### src/rtl/totalzeros_dec_if.sv
// Handshake and bitstream bundle for the total_zeros decoder.
// The chroma_dc select exists only when TZ_DC_CHROMA_EN is defined.
interface totalzeros_dec_if;
  logic       start;
  logic [3:0] totalcoeff;
  logic       bit_valid;
  logic       bit_in;
  logic       bit_ready;
  logic       dout_valid;
  logic       dout_ready;
  logic [3:0] totalzero;
  logic [3:0] CodeLength;
  logic       err;
`ifdef TZ_DC_CHROMA_EN
  logic       chroma_dc;

  modport master (
    output start, totalcoeff, bit_valid, bit_in, dout_ready, chroma_dc,
    input  bit_ready, dout_valid, totalzero, CodeLength, err
  );
  modport slave (
    input  start, totalcoeff, bit_valid, bit_in, dout_ready, chroma_dc,
    output bit_ready, dout_valid, totalzero, CodeLength, err
  );
`else
  modport master (
    output start, totalcoeff, bit_valid, bit_in, dout_ready,
    input  bit_ready, dout_valid, totalzero, CodeLength, err
  );
  modport slave (
    input  start, totalcoeff, bit_valid, bit_in, dout_ready,
    output bit_ready, dout_valid, totalzero, CodeLength, err
  );
`endif
endinterface

### src/rtl/totalzeros_dec.sv
// Bit-serial H.264 CAVLC total_zeros decoder (4x4 tables, tzVlcIndex 1..15).
// Define TZ_DC_CHROMA_EN to add the 2x2 chroma-DC tables selected by chroma_dc.
//
// state | meaning
// IDLE  | waiting for start
// SHIFT | consuming bits until a codeword matches or 9 bits are seen
// DONE  | result held on dout_* until dout_ready
module totalzeros_dec (
  input  logic            clk,
  input  logic            rst,
  totalzeros_dec_if.slave bus
);

  typedef enum logic [1:0] {IDLE, SHIFT, DONE} state_t;

  // Lookup key is {length, code}; the code sits right-aligned with zeros above it.
  // Result bit 4 = hit, bits 3:0 = total_zeros.
  function automatic logic [4:0] lut_4x4(input logic [3:0] tc, input logic [12:0] k);
    logic [4:0] r;
    r = 5'h00;
    case (tc)
      4'd1: case (k)
        {4'd1,9'b1}: r = 5'h10;         {4'd3,9'b011}: r = 5'h11;       {4'd3,9'b010}: r = 5'h12;
        {4'd4,9'b0011}: r = 5'h13;      {4'd4,9'b0010}: r = 5'h14;      {4'd5,9'b00011}: r = 5'h15;
        {4'd5,9'b00010}: r = 5'h16;     {4'd6,9'b000011}: r = 5'h17;    {4'd6,9'b000010}: r = 5'h18;
        {4'd7,9'b0000011}: r = 5'h19;   {4'd7,9'b0000010}: r = 5'h1a;   {4'd8,9'b00000011}: r = 5'h1b;
        {4'd8,9'b00000010}: r = 5'h1c;  {4'd9,9'b000000011}: r = 5'h1d; {4'd9,9'b000000010}: r = 5'h1e;
        {4'd9,9'b000000001}: r = 5'h1f;
        default: ;
      endcase
      4'd2: case (k)
        {4'd3,9'b111}: r = 5'h10;       {4'd3,9'b110}: r = 5'h11;       {4'd3,9'b101}: r = 5'h12;
        {4'd3,9'b100}: r = 5'h13;       {4'd3,9'b011}: r = 5'h14;       {4'd4,9'b0101}: r = 5'h15;
        {4'd4,9'b0100}: r = 5'h16;      {4'd4,9'b0011}: r = 5'h17;      {4'd4,9'b0010}: r = 5'h18;
        {4'd5,9'b00011}: r = 5'h19;     {4'd5,9'b00010}: r = 5'h1a;     {4'd6,9'b000011}: r = 5'h1b;
        {4'd6,9'b000010}: r = 5'h1c;    {4'd6,9'b000001}: r = 5'h1d;    {4'd6,9'b000000}: r = 5'h1e;
        default: ;
      endcase
      4'd3: case (k)
        {4'd4,9'b0101}: r = 5'h10;      {4'd3,9'b111}: r = 5'h11;       {4'd3,9'b110}: r = 5'h12;
        {4'd3,9'b101}: r = 5'h13;       {4'd4,9'b0100}: r = 5'h14;      {4'd4,9'b0011}: r = 5'h15;
        {4'd3,9'b100}: r = 5'h16;       {4'd3,9'b011}: r = 5'h17;       {4'd4,9'b0010}: r = 5'h18;
        {4'd5,9'b00011}: r = 5'h19;     {4'd5,9'b00010}: r = 5'h1a;     {4'd6,9'b000001}: r = 5'h1b;
        {4'd5,9'b00001}: r = 5'h1c;     {4'd6,9'b000000}: r = 5'h1d;
        default: ;
      endcase
      4'd4: case (k)
        {4'd5,9'b00011}: r = 5'h10;     {4'd3,9'b111}: r = 5'h11;       {4'd4,9'b0101}: r = 5'h12;
        {4'd4,9'b0100}: r = 5'h13;      {4'd3,9'b110}: r = 5'h14;       {4'd3,9'b101}: r = 5'h15;
        {4'd3,9'b100}: r = 5'h16;       {4'd4,9'b0011}: r = 5'h17;      {4'd3,9'b011}: r = 5'h18;
        {4'd4,9'b0010}: r = 5'h19;      {4'd5,9'b00010}: r = 5'h1a;     {4'd5,9'b00001}: r = 5'h1b;
        {4'd5,9'b00000}: r = 5'h1c;
        default: ;
      endcase
      4'd5: case (k)
        {4'd4,9'b0101}: r = 5'h10;      {4'd4,9'b0100}: r = 5'h11;      {4'd4,9'b0011}: r = 5'h12;
        {4'd3,9'b111}: r = 5'h13;       {4'd3,9'b110}: r = 5'h14;       {4'd3,9'b101}: r = 5'h15;
        {4'd3,9'b100}: r = 5'h16;       {4'd3,9'b011}: r = 5'h17;       {4'd4,9'b0010}: r = 5'h18;
        {4'd5,9'b00001}: r = 5'h19;     {4'd4,9'b0001}: r = 5'h1a;      {4'd5,9'b00000}: r = 5'h1b;
        default: ;
      endcase
      4'd6: case (k)
        {4'd6,9'b000001}: r = 5'h10;    {4'd5,9'b00001}: r = 5'h11;     {4'd3,9'b111}: r = 5'h12;
        {4'd3,9'b110}: r = 5'h13;       {4'd3,9'b101}: r = 5'h14;       {4'd3,9'b100}: r = 5'h15;
        {4'd3,9'b011}: r = 5'h16;       {4'd3,9'b010}: r = 5'h17;       {4'd4,9'b0001}: r = 5'h18;
        {4'd3,9'b001}: r = 5'h19;       {4'd6,9'b000000}: r = 5'h1a;
        default: ;
      endcase
      4'd7: case (k)
        {4'd6,9'b000001}: r = 5'h10;    {4'd5,9'b00001}: r = 5'h11;     {4'd3,9'b101}: r = 5'h12;
        {4'd3,9'b100}: r = 5'h13;       {4'd3,9'b011}: r = 5'h14;       {4'd2,9'b11}: r = 5'h15;
        {4'd3,9'b010}: r = 5'h16;       {4'd4,9'b0001}: r = 5'h17;      {4'd3,9'b001}: r = 5'h18;
        {4'd6,9'b000000}: r = 5'h19;
        default: ;
      endcase
      4'd8: case (k)
        {4'd6,9'b000001}: r = 5'h10;    {4'd4,9'b0001}: r = 5'h11;      {4'd5,9'b00001}: r = 5'h12;
        {4'd3,9'b011}: r = 5'h13;       {4'd2,9'b11}: r = 5'h14;        {4'd2,9'b10}: r = 5'h15;
        {4'd3,9'b010}: r = 5'h16;       {4'd3,9'b001}: r = 5'h17;       {4'd6,9'b000000}: r = 5'h18;
        default: ;
      endcase
      4'd9: case (k)
        {4'd6,9'b000001}: r = 5'h10;    {4'd6,9'b000000}: r = 5'h11;    {4'd4,9'b0001}: r = 5'h12;
        {4'd2,9'b11}: r = 5'h13;        {4'd2,9'b10}: r = 5'h14;        {4'd3,9'b001}: r = 5'h15;
        {4'd2,9'b01}: r = 5'h16;        {4'd5,9'b00001}: r = 5'h17;
        default: ;
      endcase
      4'd10: case (k)
        {4'd5,9'b00001}: r = 5'h10;     {4'd5,9'b00000}: r = 5'h11;     {4'd3,9'b001}: r = 5'h12;
        {4'd2,9'b11}: r = 5'h13;        {4'd2,9'b10}: r = 5'h14;        {4'd2,9'b01}: r = 5'h15;
        {4'd4,9'b0001}: r = 5'h16;
        default: ;
      endcase
      4'd11: case (k)
        {4'd4,9'b0000}: r = 5'h10;      {4'd4,9'b0001}: r = 5'h11;      {4'd3,9'b001}: r = 5'h12;
        {4'd3,9'b010}: r = 5'h13;       {4'd1,9'b1}: r = 5'h14;         {4'd3,9'b011}: r = 5'h15;
        default: ;
      endcase
      4'd12: case (k)
        {4'd4,9'b0000}: r = 5'h10;      {4'd4,9'b0001}: r = 5'h11;      {4'd2,9'b01}: r = 5'h12;
        {4'd1,9'b1}: r = 5'h13;         {4'd3,9'b001}: r = 5'h14;
        default: ;
      endcase
      4'd13: case (k)
        {4'd3,9'b000}: r = 5'h10;       {4'd3,9'b001}: r = 5'h11;       {4'd1,9'b1}: r = 5'h12;
        {4'd2,9'b01}: r = 5'h13;
        default: ;
      endcase
      4'd14: case (k)
        {4'd2,9'b00}: r = 5'h10;        {4'd2,9'b01}: r = 5'h11;        {4'd1,9'b1}: r = 5'h12;
        default: ;
      endcase
      4'd15: case (k)
        {4'd1,9'b0}: r = 5'h10;         {4'd1,9'b1}: r = 5'h11;
        default: ;
      endcase
      default: ;
    endcase
    return r;
  endfunction

`ifdef TZ_DC_CHROMA_EN
  function automatic logic [4:0] lut_cdc(input logic [3:0] tc, input logic [12:0] k);
    logic [4:0] r;
    r = 5'h00;
    case (tc)
      4'd1: case (k)
        {4'd1,9'b1}: r = 5'h10;   {4'd2,9'b01}: r = 5'h11;
        {4'd3,9'b001}: r = 5'h12; {4'd3,9'b000}: r = 5'h13;
        default: ;
      endcase
      4'd2: case (k)
        {4'd1,9'b1}: r = 5'h10;   {4'd2,9'b01}: r = 5'h11;  {4'd2,9'b00}: r = 5'h12;
        default: ;
      endcase
      4'd3: case (k)
        {4'd1,9'b1}: r = 5'h10;   {4'd1,9'b0}: r = 5'h11;
        default: ;
      endcase
      default: ;
    endcase
    return r;
  endfunction
`endif

  state_t     state_q;
  logic [3:0] tc_q;
  logic [8:0] sr_q;
  logic [3:0] cnt_q;
  logic       bit_ready_q;
  logic       dout_valid_q;
  logic [3:0] tz_q;
  logic [3:0] len_q;
  logic       err_q;
`ifdef TZ_DC_CHROMA_EN
  logic       chroma_q;
`endif

  logic [8:0] sr_d;
  logic [3:0] cnt_d;
  logic [4:0] lut;

  // Match includes the bit being consumed this cycle.
  assign sr_d  = (sr_q << 1) | {8'd0, bus.bit_in};
  assign cnt_d = cnt_q + 4'd1;

  always_comb begin
    lut = lut_4x4(tc_q, {cnt_d, sr_d});
`ifdef TZ_DC_CHROMA_EN
    if (chroma_q) lut = lut_cdc(tc_q, {cnt_d, sr_d});
`endif
  end

  always_ff @(posedge clk or negedge rst) begin
    if (!rst) begin
      state_q      <= IDLE;
      tc_q         <= '0;
      sr_q         <= '0;
      cnt_q        <= '0;
      bit_ready_q  <= 1'b0;
      dout_valid_q <= 1'b0;
      tz_q         <= '0;
      len_q        <= '0;
      err_q        <= 1'b0;
`ifdef TZ_DC_CHROMA_EN
      chroma_q     <= 1'b0;
`endif
    end else begin
      case (state_q)
        IDLE: begin
          if (bus.start) begin
            tc_q  <= bus.totalcoeff;
            sr_q  <= '0;
            cnt_q <= '0;
            tz_q  <= '0;
            len_q <= '0;
            err_q <= 1'b0;
`ifdef TZ_DC_CHROMA_EN
            chroma_q <= bus.chroma_dc;
`endif
            if (bus.totalcoeff == 4'd0) begin
              state_q      <= DONE;
              dout_valid_q <= 1'b1;
            end
`ifdef TZ_DC_CHROMA_EN
            else if (bus.chroma_dc && (bus.totalcoeff > 4'd3)) begin
              state_q      <= DONE;
              dout_valid_q <= 1'b1;
              err_q        <= 1'b1;
            end
`endif
            else begin
              state_q     <= SHIFT;
              bit_ready_q <= 1'b1;
            end
          end
        end
        SHIFT: begin
          if (bus.bit_valid) begin
            sr_q  <= sr_d;
            cnt_q <= cnt_d;
            if (lut[4]) begin
              state_q      <= DONE;
              bit_ready_q  <= 1'b0;
              dout_valid_q <= 1'b1;
              tz_q         <= lut[3:0];
              len_q        <= cnt_d;
              err_q        <= 1'b0;
            end else if (cnt_d == 4'd9) begin
              state_q      <= DONE;
              bit_ready_q  <= 1'b0;
              dout_valid_q <= 1'b1;
              tz_q         <= '0;
              len_q        <= 4'd9;
              err_q        <= 1'b1;
            end
          end
        end
        DONE: begin
          if (bus.dout_ready) begin
            state_q      <= IDLE;
            dout_valid_q <= 1'b0;
          end
        end
        default: state_q <= IDLE;
      endcase
    end
  end

  assign bus.bit_ready  = bit_ready_q;
  assign bus.dout_valid = dout_valid_q;
  assign bus.totalzero  = tz_q;
  assign bus.CodeLength = len_q;
  assign bus.err        = err_q;

endmodule

### src/flat_wrapper.sv
// flat-port wrapper written by rule: the top's interface ports become plain ports
module totalzeros_dec_flat 
  (clk, rst, bus_start, bus_totalcoeff, bus_bit_valid, bus_bit_in, bus_dout_ready, bus_bit_ready, bus_dout_valid, bus_totalzero, bus_CodeLength, bus_err);
  totalzeros_dec_if bus_i ();
  input  logic clk;
  input  logic rst;
  input wire logic [$bits(bus_i.start)-1:0] bus_start;
  input wire logic [$bits(bus_i.totalcoeff)-1:0] bus_totalcoeff;
  input wire logic [$bits(bus_i.bit_valid)-1:0] bus_bit_valid;
  input wire logic [$bits(bus_i.bit_in)-1:0] bus_bit_in;
  input wire logic [$bits(bus_i.dout_ready)-1:0] bus_dout_ready;
  output wire logic [$bits(bus_i.bit_ready)-1:0] bus_bit_ready;
  output wire logic [$bits(bus_i.dout_valid)-1:0] bus_dout_valid;
  output wire logic [$bits(bus_i.totalzero)-1:0] bus_totalzero;
  output wire logic [$bits(bus_i.CodeLength)-1:0] bus_CodeLength;
  output wire logic [$bits(bus_i.err)-1:0] bus_err;
  assign bus_i.start = bus_start;
  assign bus_i.totalcoeff = bus_totalcoeff;
  assign bus_i.bit_valid = bus_bit_valid;
  assign bus_i.bit_in = bus_bit_in;
  assign bus_i.dout_ready = bus_dout_ready;
  assign bus_bit_ready = bus_i.bit_ready;
  assign bus_dout_valid = bus_i.dout_valid;
  assign bus_totalzero = bus_i.totalzero;
  assign bus_CodeLength = bus_i.CodeLength;
  assign bus_err = bus_i.err;
  totalzeros_dec u_core (.clk(clk), .rst(rst), .bus(bus_i));
endmodule
### config.mk
export PLATFORM = sky130hd
export DESIGN_NAME = totalzeros_dec_flat
export DESIGN_NICKNAME = d
export VERILOG_FILES = /design/src/rtl/totalzeros_dec_if.sv /design/src/rtl/totalzeros_dec.sv /design/src/flat_wrapper.sv
export SDC_FILE = /design/constraint.sdc
export NUM_CORES = 1
export LEC_CHECK = 0
export ABC_AREA = 1
export ABC_CLOCK_PERIOD_IN_PS = 2930
export CORE_ASPECT_RATIO = 2
export CORE_MARGIN = 2
export CORE_UTILIZATION = 55
export CTS_CLUSTER_DIAMETER = 50
export DETAILED_ROUTE_END_ITERATION = 7
export GPL_TIMING_DRIVEN = 0
export HOLD_SLACK_MARGIN = 0.08
export PLACE_DENSITY = 0.81
export SYNTH_ARGS = -nofsm -noshare
export SYNTH_HDL_FRONTEND = slang
export SYNTH_SLANG_ARGS = --single-unit
### constraint.sdc
create_clock -name clk -period 2.93 [get_ports clk]
set_input_delay 0.4395 -clock clk [delete_from_list [all_inputs] [get_ports clk]]
set_output_delay 0.4395 -clock clk [all_outputs]
set_load 0.03 [all_outputs]
* Word-level counts from Yosys, hierarchy flattened
Cells that the tools add are included.
Cells by class: add/sub/neg operators 1, multiply operators 0, divide/modulo/power cells 0, order comparisons 0, equality and inequality tests 59, shift operators 0, mux-type cells 54, bitwise logic cells 1, reduce and logical (&&, ||, !) cells 10
Operators by type and width (number):
- $eq A13 B12 Y1 const B | 16
- $eq A13 B11 Y1 const B | 12
- $pmux W5 S15 | 2
- $pmux W5 S16 | 1
- $pmux W5 S14 | 1
- $eq A13 B13 Y1 const B | 5
- $pmux W5 S13 | 1
- $pmux W5 S12 | 1
- $pmux W5 S11 | 1
- $pmux W5 S10 | 1
- $pmux W5 S9 | 1
- $pmux W5 S8 | 1
- $eq A4 B4 Y1 const B | 9
- $pmux W5 S7 | 1
- $mux W4 | 8
- $pmux W5 S6 | 1
- $eq A13 B10 Y1 const B | 2
- $pmux W5 S5 | 1
- $pmux W4 S2 | 3
- $pmux W5 S4 | 1
- $eq A4 B3 Y1 const B | 4
- $mux W8 | 2
- $pmux W8 S2 | 1
- $pmux W5 S3 | 1
- 24 further kinds | 48
Word-level totals: register bits 29, bits in latches 0, memory bits (writable) 0, ROM bits 0, input port bits 10, output and inout bits 11, logic and storage cells 134, memories kept 0

* Logic depth before layout (Yosys ltp)
depth in word-level cells 7, gate-level depth with buffers 19, mapped depth without buffers 19

* Least setup slack after synthesis
OpenSTA, ideal clock, no wires.
path kind register to register, start point register u_core.cnt_q[0], end point register u_core.len_q[0], in the netlist u_core.bus.CodeLength[0], setup time 119 ps, data arrival time 2366 ps, data required time 2811 ps, setup slack 445 ps, cell stages (with the launch flop) 18, path buffers 1, clock period less this slack 2485 ps, path through dfrtp_1 > inv_1 > ha_1 > inv_1 > nand3_1 > nor2_2 > nand3_2 > nand2_1 > nor2_1 > nand2_1 > nand2_1 > nand3_1 > nor2_2 > nand4_2 > nand3_4 > buf_12 > nand2_2 > o21ai_2
Between the ends: cells in the longest elaborated chain, start to end 7, elaborated cells between the ends (all ways) 58, classes of those cells add/sub (1); eq/ne (37); mux (19); reduce/logical (1)
RTL lines:
- start, declared | RTL line totalzeros_dec.sv:149 | logic [3:0] cnt_q;
- start signal, assigned | RTL line totalzeros_dec.sv:221 | cnt_q <= cnt_d;
- $add A4 B1 Y4 * | RTL line totalzeros_dec.sv:165 | assign cnt_d = cnt_q + 4'd1;
- $eq A13 B13 Y1, or another cell as far along | RTL line totalzeros_dec.sv:22 | 4'd1: case (k)
- $pmux W5 S16, or another cell as far along | RTL line totalzeros_dec.sv:22
- $pmux W5 S15 | RTL line totalzeros_dec.sv:21 | case (tc)
- $mux W4 | RTL line totalzeros_dec.sv:222 | if (lut[4]) begin
- $mux W4 | RTL line totalzeros_dec.sv:219 | if (bus.bit_valid) begin
- $pmux W4 S2 | RTL line totalzeros_dec.sv:189 | case (state_q)
- end signal, assigned | RTL line totalzeros_dec.sv:227 | len_q <= cnt_d;
- end, declared | RTL line totalzeros_dec.sv:153 | logic [3:0] len_q;
Every way passes the cells marked *; elsewhere a longest branch is shown, timed or not. The select of a mux whose other input is x is not followed. A chain may end at the register's enable or synchronous reset.

* Final worst setup path
start point register u_core.cnt_q[0], end point register u_core.len_q[2], in the netlist u_core.bus.CodeLength[2]
Same word-level chain as after synthesis.

==> flow_summary.yaml <==
cts:
  clockBufferDepth: 2
  htreeDepth: 2
  cts.sinks: 29
  clockRootBuffer: "clkbuf_16"
  cts_hold_buf: 0
  cts_tree: "done"
  clkLatencyLatePin_ns: 0.28
  cts_buffers: 5
  path_clk_slew_ns: 0.05
floorplanning:
  die_w_um: 57.9
  dieHeight_um: 112
  initial_core_util_pct: 56.5
  rows: 39
  dieArea_um2: 6480
  ios: 21
  design.core.area_um2: 5660
timing:
  fin_tns_setup_ns: 0
  fmax_ghz: 0.362
  finClkSkew_ns: 0.00696
  report.final.slew_viol_count: 0
  max_slew_margin_pct: 44.0
  tightest_slew_ns: 0.832
  rsz0062_at_grt: "no"
  final_hold_viol_count: 0
  timing.final.crit_share_pct: 94.4
  setup_viol: 0
  fin_crit_ns: 2.76
finish:
  final_util_pct: 65.6
  final_cell_mix: "nand2_1, nor2_1, nand3_1"
  syn_to_final_growth_pct: 16.1
  drive_gt1_share_pct: 14.1
  insertedDiodeCount: 0
  final_common_cell: "nand2_1"
  finalNetCount: 579
logic_synthesis:
  yosys_warnings: 0
  synthCells: 537
  yosys.area.top_type: "dfrtp_1"
  syn-cell-area_um2: 3200
  ys_top_cells_by_area: "dfrtp_1, nand2_1, nand3_1, nor2_1, inv_1"
  synth.ff_latch_count: 29
  yosysUniqueCellTypes: 36
  syn_area_per_cell_um2: 5.96
  synth_top_area_share_pct: 22.7
  ys_seq_area_share_pct: 22.7
  syn-num-nets: 549
global_route:
  grtUsageMet3_pct: 5.34
  grt_pass1_wl_mm: 18.6
  grt_max_degree: 30
  grt_overflow: 0
  met2_usage_pct: 70.7
  antenna_found_initial: 0
  grt.busiest_layer: "met2"
  grt_pass1_vias: 3852
  grt_use_met1_pct: 37.0
  grtUsageTotal_pct: 38.1
power:
  ir_worst_vdd_v: 0.000911
  p_leak_uw: 0.00216
  intPower_uw: 1510
  clkPwrFrac_pct: 14.9
  power.density_nw_per_um2: 884
  p_switching_uw: 1770
  pwr-share-seq_pct: 19.1
  p_sw_share_pct: 53.9
  p_comb_share_pct: 66.1
placed_design:
  numPortBuffers: 20
  dp_hpwl_mm: 8.95
  gp_congestion: 0.975
worst_setup_path:
  arrival_ns: 2.93
  critPathKind: "reg -> reg"
  worstSetupStartpointType: "register"
  crit_fanout: 10
  crit_slowest_cell: "dfrtp_2"
  crit_path_cell_trace: "inv_1 -> ha_2 -> inv_2 -> nand3_1 -> nor2_4 -> nand2_4 -> nand2_1 -> inv_1 -> nand3b_1 -> nand2_1 -> nand3_2 -> nor2_4 -> nand4_4 -> nand3_4 -> buf_12 -> nand2_1 -> nand2_1"
  critPathMaxStageDelay_ns: 0.45
  cp_common_cell: "nand2_1"
  worstPathRequired_ns: 3.10
  crit_buf_inv: 4
  cp-end-kind: "register"
  path_delay_family: "simple AND/OR/NAND/NOR gates"
drt:
  avgRoutedWirePerCell_um: 18.6
  drtPass1Iterations: 5
  viasPerCell: 6.22
  drt_iter0_drc: 301
  drc_errors: 0
  antenna_left: 0
  via_count: 3907
  routed_wl_mm: 11.7
flow_run:
  cap_violations: 0
min_path:
  hp-class: "in -> async"
run_status:
  status: "completed"
[sequential cells by signal, summed over array words and instances (netlist names)]
register and cells:
u_core.bus.totalzero 4, u_core.state_q 2, u_core.bus.CodeLength 4, u_core.sr_q 8, u_core.tc_q 4, u_core.bus.err 1, u_core.cnt_q 4, u_core.bus.bit_ready 1
u_core.bus.dout_valid 1
[worst reg2reg max path, stage by stage (launching register included)]
cell and delay, ns:
dfrtp_2 0.45, inv_1 0.09, ha_2 0.33, inv_2 0.12, nand3_1 0.13, nor2_4 0.30, nand2_4 0.11, nand2_1 0.09
inv_1 0.06, nand3b_1 0.08, nand2_1 0.16, nand3_2 0.14, nor2_4 0.06, nand4_4 0.10, nand3_4 0.13, buf_12 0.19
nand2_1 0.07, nand2_1 0.06
[metrics by stage]
step	instance area [µm²]	std cells	power [µW]	hold slack, ns	setup slack, ns
after floorplan	3200	537	2120	0.144	0.445
after global placement	3470	618	2610	0.458	-0.241
after detailed placement	3470	618	2660	0.462	-0.287
after CTS	3630	625	3180	0.483	0.0297
after global routing	3710	628	3500	0.254	0.00387
final	3710	628	3280	0.189	0.165
[power groups by stage]
stage,Combinational (µW),Sequential [µW],Clock [µW]
4_1_cts,2070,621,490
3_5_place_dp,2040,625,0
3_3_place_gp,1990,616,0
5_1_grt,2360,637,503
2_1_floorplan,1440,683,0
6_report,2170,625,487
[repair_timing]
item / in CTS / in global routing
setup buffers: 0 / 3
resized for setup: 5 / 18
setup endpoints to repair: 13 / 13
pin swaps: 0 / 3
cloned: 0 / 0
[final cells by class]
class	instances	area [µm²]
plain buffers	10	83.8
well taps	61	76.3
inverters	54	203
clock buffers	7	143
flip-flops and latches	29	727
multi-input cells	444	2260
fillers	534	1950
repair buffers	23	220
[cell usage after synthesis, drive strengths merged]
library cell	instances
nand2	176
nor2	85
nand3	68
inv	54
o21ai	41
dfrtp	29
nand4	24
nor3	12
a21oi	11
o22ai	10
buf	9
a31oi	3
nand3b	3
nor4	3
a22o	2
ha	2
a211oi	1
a22oi	1
clkbuf	1
mux2	1
o21a	1
[final timing paths]
kind | startpoint | end | slack (ns) | cells after the start
max | u_core.cnt_q[0] | u_core.bus.CodeLength[2] | 0.17 | 17
min | rst | u_core.bus.dout_valid | 0.19 | 1
max reg2reg | u_core.cnt_q[0] | u_core.bus.CodeLength[2] | 0.17 | 17
min reg2reg | u_core.bus.CodeLength[1] | u_core.bus.CodeLength[1] | 0.48 | 2
max in group asynchronous | rst | u_core.cnt_q[0] | 2.28 | 1
min in group clk | u_core.bus.CodeLength[1] | u_core.bus.CodeLength[1] | 0.48 | 2
[per-layer routing]
layer / vias up / wire [µm]
met5: - / 0
met4: 0 / 664
met3: 52 / 516
met2: 156 / 6550
met1: 1845 / 3950
li1: 1854 / -
[cell families (layout without fill, tap and decap cells)]
logic type	after synthesis	after routing	share of synthesized area [%]
multiplexers	1	1	0.352
AND/OR/NAND/NOR	371	371	54.7
flip-flops	29	29	22.7
buffers and inverters	64	94	8.96
AO/OA/AOI/OAI	70	70	12.5
adder cells (fa/ha/maj)	2	2	0.782
(Power assumes the default switching activity.)
